$ cat src/rtl/apuf_pkg.sv
// Shared types and defaults for the arbiter-PUF evaluation controller.
//   state_t   : controller state encoding
//   DEF_*     : default parameter values
//   majority(): response decision from a ones count over an odd vote count
package apuf_pkg;

    typedef enum logic [2:0] {
        IDLE,
        SETUP,
        FIRE,
        SETTLE,
        SAMPLE,
        DONE
    } state_t;

    localparam int DEF_N_STAGES   = 64;
    localparam int DEF_REPS       = 7;
    localparam int DEF_SETUP_CYC  = 4;
    localparam int DEF_SETTLE_CYC = 8;
    localparam int DEF_CNT_W      = 8;

    // Strict majority; REPS is odd so there is never a tie.
    function automatic logic majority(input int ones, input int reps);
        return ones > (reps / 2);
    endfunction

endpackage

$ cat src/rtl/apuf_resp_sync.sv
// Two-flop synchroniser for the free-running arbiter output.
//   clk, rst_n : system clock, async active-low reset (flops clear to 0)
//   i_d        : asynchronous input
//   o_q        : synchronised output, two clk cycles of latency
module apuf_resp_sync (
    input  logic clk,
    input  logic rst_n,
    input  logic i_d,
    output logic o_q
);

    (* ASYNC_REG = "TRUE", DONT_TOUCH = "TRUE" *) logic r_meta;
    (* ASYNC_REG = "TRUE", DONT_TOUCH = "TRUE" *) logic r_sync;

    always_ff @(posedge clk or negedge rst_n) begin
        if (!rst_n) begin
            r_meta <= 1'b0;
            r_sync <= 1'b0;
        end else begin
            r_meta <= i_d;
            r_sync <= r_meta;
        end
    end

    assign o_q = r_sync;

endmodule

$ cat src/rtl/apuf_eval_ctrl.sv
// Arbiter-PUF evaluation sequencer: accepts a challenge, runs REPS
// clear/launch/settle/sample evaluations on the switch chain and returns a
// majority-voted response bit with the raw ones count.
//   clk, rst_n           : system clock, async active-low reset
//   ch_valid/ch_ready    : challenge handshake, ch_data = challenge bits
//   puf_c                : challenge held on the stage select inputs
//   puf_launch           : race edge into both chain inputs
//   puf_arb_clr          : holds the arbiter cleared
//   puf_arb_out          : raw arbiter output (asynchronous)
//   rsp_valid/rsp_ready  : response handshake, rsp_bit / rsp_ones payload
//   busy                 : controller not in IDLE
module apuf_eval_ctrl
    import apuf_pkg::*;
#(
    parameter int N_STAGES   = DEF_N_STAGES,
    parameter int REPS       = DEF_REPS,
    parameter int SETUP_CYC  = DEF_SETUP_CYC,
    parameter int SETTLE_CYC = DEF_SETTLE_CYC,
    parameter int CNT_W      = DEF_CNT_W
) (
    input  logic                      clk,
    input  logic                      rst_n,
    input  logic                      ch_valid,
    output logic                      ch_ready,
    input  logic [N_STAGES-1:0]       ch_data,
    output logic [N_STAGES-1:0]       puf_c,
    output logic                      puf_launch,
    output logic                      puf_arb_clr,
    input  logic                      puf_arb_out,
    output logic                      rsp_valid,
    input  logic                      rsp_ready,
    output logic                      rsp_bit,
    output logic [$clog2(REPS+1)-1:0] rsp_ones,
    output logic                      busy
);

    localparam int OW = $clog2(REPS + 1);

    state_t              r_state;
    logic [CNT_W-1:0]    r_tmr;
    logic [OW-1:0]       r_rep_cnt;
    logic [OW-1:0]       r_ones_cnt;
    logic                r_ch_ready;
    logic [N_STAGES-1:0] r_puf_c;
    logic                r_launch;
    logic                r_arb_clr;
    logic                r_rsp_valid;
    logic                r_rsp_bit;
    logic [OW-1:0]       r_rsp_ones;
    logic                r_busy;

    logic                w_arb_sync;
    logic [OW-1:0]       w_ones_nxt;

    apuf_resp_sync u_sync (
        .clk   (clk),
        .rst_n (rst_n),
        .i_d   (puf_arb_out),
        .o_q   (w_arb_sync)
    );

    assign w_ones_nxt = r_ones_cnt + OW'(w_arb_sync);

    // Outputs are registered on the transition into the state that owns
    // them, so launch is high for FIRE + SETTLE_CYC cycles and low again in
    // SAMPLE.
    always_ff @(posedge clk or negedge rst_n) begin
        if (!rst_n) begin
            r_state     <= IDLE;
            r_tmr       <= '0;
            r_rep_cnt   <= '0;
            r_ones_cnt  <= '0;
            r_ch_ready  <= 1'b1;
            r_puf_c     <= '0;
            r_launch    <= 1'b0;
            r_arb_clr   <= 1'b1;
            r_rsp_valid <= 1'b0;
            r_rsp_bit   <= 1'b0;
            r_rsp_ones  <= '0;
            r_busy      <= 1'b0;
        end else begin
            case (r_state)
                IDLE: begin
                    if (ch_valid) begin
                        r_puf_c    <= ch_data;
                        r_ones_cnt <= '0;
                        r_rep_cnt  <= '0;
                        r_tmr      <= '0;
                        r_ch_ready <= 1'b0;
                        r_busy     <= 1'b1;
                        r_state    <= SETUP;
                    end
                end
                SETUP: begin
                    if (r_tmr == CNT_W'(SETUP_CYC - 1)) begin
                        r_tmr     <= '0;
                        r_launch  <= 1'b1;
                        r_arb_clr <= 1'b0;
                        r_state   <= FIRE;
                    end else begin
                        r_tmr <= r_tmr + CNT_W'(1);
                    end
                end
                FIRE: begin
                    r_tmr   <= '0;
                    r_state <= SETTLE;
                end
                SETTLE: begin
                    if (r_tmr == CNT_W'(SETTLE_CYC - 1)) begin
                        r_tmr     <= '0;
                        r_launch  <= 1'b0;
                        r_arb_clr <= 1'b1;
                        r_state   <= SAMPLE;
                    end else begin
                        r_tmr <= r_tmr + CNT_W'(1);
                    end
                end
                SAMPLE: begin
                    r_ones_cnt <= w_ones_nxt;
                    r_rep_cnt  <= r_rep_cnt + OW'(1);
                    if (r_rep_cnt == OW'(REPS - 1)) begin
                        r_rsp_valid <= 1'b1;
                        r_rsp_bit   <= majority(32'(w_ones_nxt), REPS);
                        r_rsp_ones  <= w_ones_nxt;
                        r_state     <= DONE;
                    end else begin
                        r_state <= SETUP;
                    end
                end
                DONE: begin
                    // Result fields persist after the handshake.
                    if (rsp_ready) begin
                        r_rsp_valid <= 1'b0;
                        r_ch_ready  <= 1'b1;
                        r_busy      <= 1'b0;
                        r_state     <= IDLE;
                    end
                end
                default: r_state <= IDLE;
            endcase
        end
    end

    assign ch_ready    = r_ch_ready;
    assign puf_c       = r_puf_c;
    assign puf_launch  = r_launch;
    assign puf_arb_clr = r_arb_clr;
    assign rsp_valid   = r_rsp_valid;
    assign rsp_bit     = r_rsp_bit;
    assign rsp_ones    = r_rsp_ones;
    assign busy        = r_busy;

endmodule

$ cat config.mk
export PLATFORM = sky130hd
export DESIGN_NAME = apuf_eval_ctrl
export DESIGN_NICKNAME = d
export VERILOG_FILES = /design/src/rtl/apuf_pkg.sv /design/src/rtl/apuf_resp_sync.sv /design/src/rtl/apuf_eval_ctrl.sv
export SDC_FILE = /design/constraint.sdc
export NUM_CORES = 1
export LEC_CHECK = 0
export BUFFER_PORTS_ARGS = -buffer_cell sky130_fd_sc_hd__buf_2
export CORE_MARGIN = 8
export CORE_UTILIZATION = 44
export CTS_CLUSTER_SIZE = 8
export DETAILED_ROUTE_END_ITERATION = 6
export GPL_ROUTABILITY_DRIVEN = 0
export HOLD_SLACK_MARGIN = 0.15
export PLACE_DENSITY = 0.76
export SLEW_MARGIN = 10
export SYNTH_ARGS = -nofsm -noshare
export SYNTH_HDL_FRONTEND = slang
export SYNTH_SLANG_ARGS = --single-unit
$ cat constraint.sdc
create_clock -name clk -period 1.6 [get_ports clk]
set_input_delay 0.16 -clock clk [delete_from_list [all_inputs] [get_ports clk]]
set_output_delay 0.16 -clock clk [all_outputs]
set_load 0.01 [all_outputs]
* After elaboration in Yosys (flattened, before gate mapping)
Index checks and enable logic that the tools add are counted.
** Word-level totals
- Output and inout bits :: 73
- Register bits :: 92
- Input port bits :: 69
- Logic and storage cells :: 72
** Cells by class
- Magnitude comparators :: 1
- Reduce and logical (&&, ||, !) cells :: 14
- Equal/unequal tests :: 13
- Muxes and demuxes :: 27
- Add/subtract/negate cells :: 3
** Operators by type and width (number)
- $pmux 8 s4 :: 1
- $mux 8 :: 3
- $mux 3 :: 6
- $pmux 3 s6 :: 1
- $pmux 3 s2 :: 2
- $ne 2x2->1 const B :: 5
- $pmux 1 s2 :: 5
- $eq 3x3->1 const B :: 3
- $mux 1 :: 9
- $reduce_and 3->1 :: 3
- $add 8x1->8 const B :: 1
- $eq 8x2->1 const B :: 1
- $eq 8x3->1 const B :: 1
- $reduce_and 2->1 :: 4
- $reduce_bool 2->1 :: 4
- $eq 3x2->1 const B :: 2
- $reduce_and 4->1 :: 1
- $reduce_bool 4->1 :: 1
- $add 3x1->3 :: 1
- $add 3x1->3 const B :: 1
- $eq 3x1->1 const B :: 1
- $gt 3x2->1 const B :: 1
- $logic_not 3->1 :: 1

* Logic depth before layout (Yosys ltp)
Gate-level depths: netlist (run 1).
- Word-level depth :: 3
- Mapped depth :: 6
- Mapped depth without buffers :: 5

* Modules after synthesis
From an unflattened synthesis (run 1), not the netlist that was laid out.
** Unflattened totals
- Cell total of the unflattened synthesis :: 279
- Area, all modules :: 3778.6 µm²
** By module, submodules not included
- apuf_eval_ctrl :: area an instance 3728.6 µm², instances 1, cells an instance 277, seq. area each 2254.7 µm²
- apuf_resp_sync :: area an instance 50.0 µm², instances 1, cells an instance 2, seq. area each 50.0 µm²

* Worst setup path after synthesis (run 1)
No wires, ideal clock.
- Path type :: register to register
- Start :: register r_state[0]
- End :: register r_puf_c[46] (netlist: puf_c[46])
- Slack :: -0.023 ns
- Period minus slack after synthesis :: 1.623 ns
- Cell stages (with the launch flop) :: 6
- Data arrival time :: 1.498 ns
- Setup time :: 0.125 ns
- Data required time :: 1.475 ns
- Path buffers :: 3
- Cells stage by stage :: dfrtp_1 buf_4 nor4b_4 buf_4 buf_4 mux2_2
** Between the ends
- Word-level cells in the longest chain between the ends :: 2
** Ends and longest elaborated chain
- start: declaration :: RTL line apuf_eval_ctrl.sv:39 : state_t r_state;
- start signal: assignment :: RTL line apuf_eval_ctrl.sv:69 : r_state <= IDLE;
- start signal: assignment :: RTL line apuf_eval_ctrl.sv:91 : r_state <= SETUP;
- start signal: assignment :: RTL line apuf_eval_ctrl.sv:99 : r_state <= FIRE;
- $logic_not 3->1 :: RTL line apuf_eval_ctrl.sv:82 : case (r_state)
- $reduce_and 2->1 (no line)
- end signal: assignment :: RTL line apuf_eval_ctrl.sv:85 : r_puf_c <= ch_data;
- end: declaration :: RTL line apuf_eval_ctrl.sv:44 : logic [N_STAGES-1:0] r_puf_c;
No other way between the ends.
A chain may end at the register's enable or synchronous reset.

* Worst setup path in the final report (run 1)
- Start :: register r_tmr[5]
- End :: register r_tmr[2]
** Between the ends
- Word-level cells in the longest chain between the ends :: 3
- Elaborated cells between the ends (all ways) :: 5
- Classes of those cells :: eq/ne: 2; mux: 3
** Ends and longest elaborated chain
- start: declaration :: RTL line apuf_eval_ctrl.sv:40 : logic [CNT_W-1:0] r_tmr;
- start signal: assignment :: RTL line apuf_eval_ctrl.sv:101 : r_tmr <= r_tmr + CNT_W'(1);
- start signal: assignment :: RTL line apuf_eval_ctrl.sv:115 : r_tmr <= r_tmr + CNT_W'(1);
- $eq 8x3->1 or $eq 8x2->1 (tied branches) :: RTL line apuf_eval_ctrl.sv:109, apuf_eval_ctrl.sv:95
- $mux 8, on equally long branches :: RTL line apuf_eval_ctrl.sv:109, apuf_eval_ctrl.sv:95
- $pmux 8 s4 * :: RTL line apuf_eval_ctrl.sv:82
Mark *: on every way between the ends. The rest lies on a longest branch, timed or not.

==> results.cfg, run 1 <==
[outcome]
status = finished, final reports clean

[final_layout]
layout.nets = 581
insertedDiodeCount = 0
fin_area_mm2 = 0.00578
area_growth_pct = 53.1
drive_gt1_share_pct = 50.4
most-common-layout-cells = buf_2, dfrtp_1, dlygate4sd3_1, mux2_2, nand2_1
layout_commonest_cell = buf_2

[yosys]
ys_seq_elements = 92
syn-instance-count = 279
synth_ff_type = dfrtp_1
synth-async-reset-ratio_pct = 100
avgSynthCellArea_um2 = 13.5
synth_enable_flop_cells = 0
synth_cell_types = 39
synth_nets = 353
ys_seq_area_share_pct = 61.0
synth_warnings = 0
synthesis.area_mm2 = 0.00378

[route]
drtAntennaViolNets = 0
routed_wirelength_mm = 11.5
drt-initial-drc-count = 126
drc = 0
met1Wirelength_mm = 4.46
via_per_inst = 5.04
highest_layer = met4
num_vias = 3127
wl_met2_mm = 5.73
wl_met3_mm = 1.08
drt_pass1_iterations = 4
wl_per_cell_um = 18.5

[global_route]
grt_max_degree = 93
grt_pass1_vias = 3512
grt_first_pass_wirelength_mm = 18.0
grt-ovfl-total = 0
grt_usage_pct = 19.3
antenna_found_initial = 0

[power]
vdd_drop_max_uv = 893
p_leak_uw = 0.00282
power.density_mw_per_mm2 = 1670

[floorplan]
core_mm2 = 0.00851
die_w_um = 109
die_area_mm2 = 0.0118
die_h_um = 109
start_util_pct = 44.4
rows = 34
ios = 142

[critical_path]
start_kind = flop
cp.arrival_ns = 1.82
cp.required_ns = 1.84
crit_slowest_cell = or4_4
critical_path.max_fanout = 3
crit_chain = or4_4 -> o311ai_2 -> o21ai_1 -> a22o_1
crit_path_max_incr_delay_ns = 0.54
r2r_setup_slack_ns = 0.02
cp-end-kind = flop
path_class = flop to flop

[min_path]
hold_class = input pin to flop

[timing]
clock_skew_ns = 0.0121
setup_viol_count_final = 0
holdWs_ns = 0.185
max_freq_mhz = 633
rsz0062_at_grt = yes
fin_crit_sh_pct = 98.7
worstMarginPinSlew_ns = 0.506
hold_violations = 0
final-max-slew-violation-count = 0
max_slew_margin_pct = 66.3
finalWorstSetupSlack_ns = 0.0203
finalCriticalPeriod_ns = 1.58

[job]
drv_cap = 0

[clocking]
clockBufferDepth = 2
clk_pin_slew_ns = 0.09
cts.sinks = 92
clkLatencyLatePin_ns = 0.34
htree_levels = 3
cts_made_buffers = 9
cts_tree = built
cts-root-buf = clkbuf_8

[place]
place_hpwl_mm = 6.85
io_buffers = 141
placed_area_mm2 = 0.00466
pre_cts_ws_ns = -0.0352
==> synth_stat cells, types with 3 or more instances <==
library cell | number | area [um2]
nor2_1 | 10 | 37.5
inv_1 | 4 | 15.0
o21ai_0 | 17 | 85.1
a22o_1 | 3 | 26.3
ha_1 | 5 | 62.6
nand2_1 | 22 | 82.6
nand3_1 | 7 | 35.0
and3_1 | 3 | 18.8
dfrtp_1 | 90 | 2250
buf_4 | 5 | 37.5
o21a_1 | 3 | 22.5
buf_2 | 6 | 30.0
mux2i_1 | 3 | 30.0
mux2_2 | 66 | 743
==> registers in the layout (all words and copies together), names as in the netlist, 3 cells and up <==
name        count
puf_c          64
r_state         3
rsp_ones        3
r_rep_cnt       3
r_tmr           8
r_ones_cnt      3
==> metrics by stage <==
step	instances	util, %	total power, uW	TNS [ns]
after CTS	613	66.0	9420	0
final	620	68.0	9660	0
after global placement	527	54.8	7240	-0.00470
after floorplan	279	-	5870	0
after global routing	620	68.0	10300	-0.157
after detailed placement	527	54.8	7450	-0.0991
==> layer usage <==
metal / vias to the layer above / global-route usage, %
met5: - / 0
met4: 0 / 6.55
met3: 16 / 8.57
met2: 122 / 32.0
met1: 1548 / 21.8
li1: 1441 / -
==> power by group <==
group | switching (uW) | internal (uW) | leakage (uW)
logic | 1870 | 2060 | 0.00158
clock network | 829 | 896 | 0.000107
registers | 670 | 3340 | 0.00113
total | 3370 | 6290 | 0.00282
==> kinds of logic after synthesis <==
logic type      Yosys count  synth area share (%)
flops                    92                  61.0
mux                      69                  20.5
simple gates             58                  7.98
buf+inv                  18                  2.52
xor+xnor                  2                 0.464
fa+ha+maj                 5                  1.66
compound gates           35                  5.93
==> final cells by class <==
class	instances	area, um2
Timing Repair Buffer	231	1690
Tap cell	108	135
Multi-Input combinational cell	169	1420
Clock inverter	6	93.8
Sequential cell	92	2310
Fill cell	597	2720
Clock buffer	10	128
Inverter	4	15.0
==> path summary, 6_finish.rpt <==
| kind | start | end | cells past startpoint |
|---|---|---|---|
| setup / recovery | r_tmr[5] | r_tmr[2] | 4 |
| hold / removal | rsp_ready | r_state[2] | 3 |
| setup reg to reg | r_tmr[5] | r_tmr[2] | 4 |
| hold reg to reg | u_sync.r_meta | u_sync.o_q | 0 |
| max in group asynchronous | rst_n | puf_c[4] | 3 |
| min in group asynchronous | rst_n | r_tmr[3] | 3 |
==> critical path: cells and delay by family, from the launching register on <==
| family | cells | cell delay [ns] |
|---|---|---|
| AO/OA/AOI/OAI | 3 | 0.53 |
| flip-flops | 1 | 0.41 |
| AND/OR/NAND/NOR | 1 | 0.54 |
==> what timing repair did <==
| item | in CTS | in global routing |
|---|---|---|
| buffers inserted | 2 | 3 |
| endpoints found under the setup margin | 25 | 40 |
| hold buffers | 67 | 0 |
| cloned | 1 | 4 |
| pin swaps | 1 | 2 |
| hold endpoints to repair | 156 | 0 |
| gates resized for setup | 5 | 17 |
Note: power is estimated with default switching activity, not from simulation.
==> run 2: changes to the inputs <==
Settings changed: BUFFER_PORTS_ARGS -buffer_cell sky130_fd_sc_hd__buf_2 to not set, CORE_UTILIZATION 44 to 56, DONT_BUFFER_PORTS set to 1, PLACE_DENSITY 0.76 to 0.74.
==> run 2 against run 1 <==
Effect of this change:
- the run now ends with hold timing, setup timing left
- non-clock buffer count is 144 lower
- clock power hardly changed
- maximum frequency is 2.5% lower
- register-to-register slack worse by 0.04 ns
- combinational power is 35% lower
- critical path depth stayed put
- clock skew is 0.0017 ns higher
- core utilization is 8.0 points higher
- clock-buffer cell count is 1 lower
- worst setup slack worse by 0.041 ns
- sequential power is 15% higher
==> results.cfg, run 2 (synthesis results as in run 1) <==
[route]
drt-initial-drc-count = 56
num_vias = 2549
drt_pass1_iterations = 4
routed_wirelength_mm = 9.54
drtAntennaViolNets = 0
drc = 0
wl_per_cell_um = 21.3
via_per_inst = 5.69

[floorplan]
die_area_mm2 = 0.00963
die_w_um = 98.1
ios = 142
start_util_pct = 56.9
rows = 30
die_h_um = 98.1
core_mm2 = 0.00664

[outcome]
violations = hold timing, setup timing
status = finished with violations

[final_layout]
insertedDiodeCount = 0
layout_commonest_cell = dfrtp_1
most-common-layout-cells = dfrtp_1, dlygate4sd3_1, mux2_2, nand2_1, mux2_4
multi_input_area_mm2 = 0.00152
fill_cells = 399
ff_latch_area_mm2 = 0.00230
drive_gt1_share_pct = 31.3
area_growth_pct = 33.6
layout.nets = 437
largest_reg_flops = 64

[critical_path]
r2r_setup_slack_ns = -0.02
cp.required_ns = 1.83
cp-end-kind = flop
crit_slowest_cell = dfrtp_1
critical_path.max_fanout = 17
cp_num_buf_inv = 2
r2r-end = puf_c[21]
crit_chain = nor4b_4 -> buf_6 -> buf_12 -> mux2_2
crit_path_max_incr_delay_ns = 0.43
r2r_cells = 4
cp.arrival_ns = 1.85
r2r_start = r_state[0]
critical_path.top_delay_family = flip-flops
start_kind = flop
path_class = flop to flop

[clocking]
clkLatencyLatePin_ns = 0.35
clk_pin_slew_ns = 0.09
cts_made_buffers = 9
htree_levels = 3
cts_tree = built
cts-root-buf = clkbuf_8
cts.sinks = 92
clockBufferDepth = 2

[global_route]
grt_pass1_vias = 2853
grt-ovfl-total = 0
grt_max_degree = 93
grt_first_pass_wirelength_mm = 15.2
antenna_found_initial = 0
grt_usage_pct = 19.9

[timing]
clock_skew_ns = 0.0138
finalCriticalPeriod_ns = 1.62
holdWs_ns = -0.498
finalWorstSetupSlack_ns = -0.0208
final-max-slew-violation-count = 0
worstMarginPinSlew_ns = 0.307
max_freq_mhz = 617
hold_violations = 92
setup_viol_count_final = 15
fin_crit_sh_pct = 101
max_slew_margin_pct = 79.5
rsz0062_at_grt = yes
setup_tns_ns = -0.152

[power]
p_leak_uw = 0.00228
vdd_drop_max_uv = 929
finalPower_uw = 8920
power.density_mw_per_mm2 = 1770

[place]
io_buffers = 0
place_hpwl_mm = 5.86

[job]
drv_cap = 0

[min_path]
hold_class = input pin to asynchronous set/reset pin
==> run 2: changes by cell type in the layout (fill, tap and decap cells not counted), sizes merged <==
cell    previous run  this run
clkbuf            14        10
clkinv             1         2
buf              160        19
==> run 2: per-stage QoR <==
stage / hold WS (ns) / setup slack [ns] / area, um2 / utilization [%] / cells
final: -0.498 / -0.0208 / 5050 / 76.0 / 448
after global placement: -0.132 / 0.0107 / 3960 / 59.6 / 363
after detailed placement: -0.132 / -0.00875 / 3960 / 59.6 / 363
after global routing: -0.530 / -0.0637 / 5050 / 76.0 / 448
after CTS: -0.523 / -0.0222 / 4860 / 73.1 / 445
after floorplan: -0.136 / 0.00317 / 3790 / - / 279
==> run 2: worst max-delay path by stage <==
stage	start	end	slack, ns	cells after the start
final	r_state[0]	puf_c[21]	-0.02	4
after global routing	r_state[0]	puf_c[45]	-0.06	4
after CTS	r_state[2]	puf_c[31]	-0.02	4
after detailed placement	r_tmr[4]	r_tmr[7]	-0.009	5
after global placement	r_state[2]	puf_c[10]	0.01	3
after floorplan	r_state[0]	puf_c[56]	0.003	5
==> run 2: where the power goes <==
part / switching, uW / internal, uW
sequential: 1290 / 3340
clock: 831 / 892
combinational: 998 / 1570
==> run 2: per-layer routing <==
metal,vias to the layer above,share of wire (%),track usage (%)
li1,1160,-,-
met1,1277,37,21.5
met2,96,53,34.6
met3,16,8.6,7.82
met4,0,1.9,7.32
met5,-,0,0
==> run 2: repair_timing <==
| item | CTS | global route |
|---|---|---|
| hold buffers | 66 | 1 |
| gates resized for setup | 5 | 36 |
| pin swaps | 0 | 4 |
| hold endpoints to repair | 162 | 93 |
| setup buffers | 0 | 1 |
| gates cloned | 0 | 1 |
| setup endpoints to repair | 31 | 74 |
==> run 2: area by class of cell <==
| type | count | share of cell area [%] |
|---|---|---|
| clock buffer | 9 | 2.45 |
| clock inverter | 7 | 1.93 |
| sequential | 92 | 45.7 |
| multi-input combinational | 169 | 30.1 |
| timing repair buffer | 87 | 17.5 |
| tap | 80 | 1.98 |
| inverter | 4 | 0.297 |
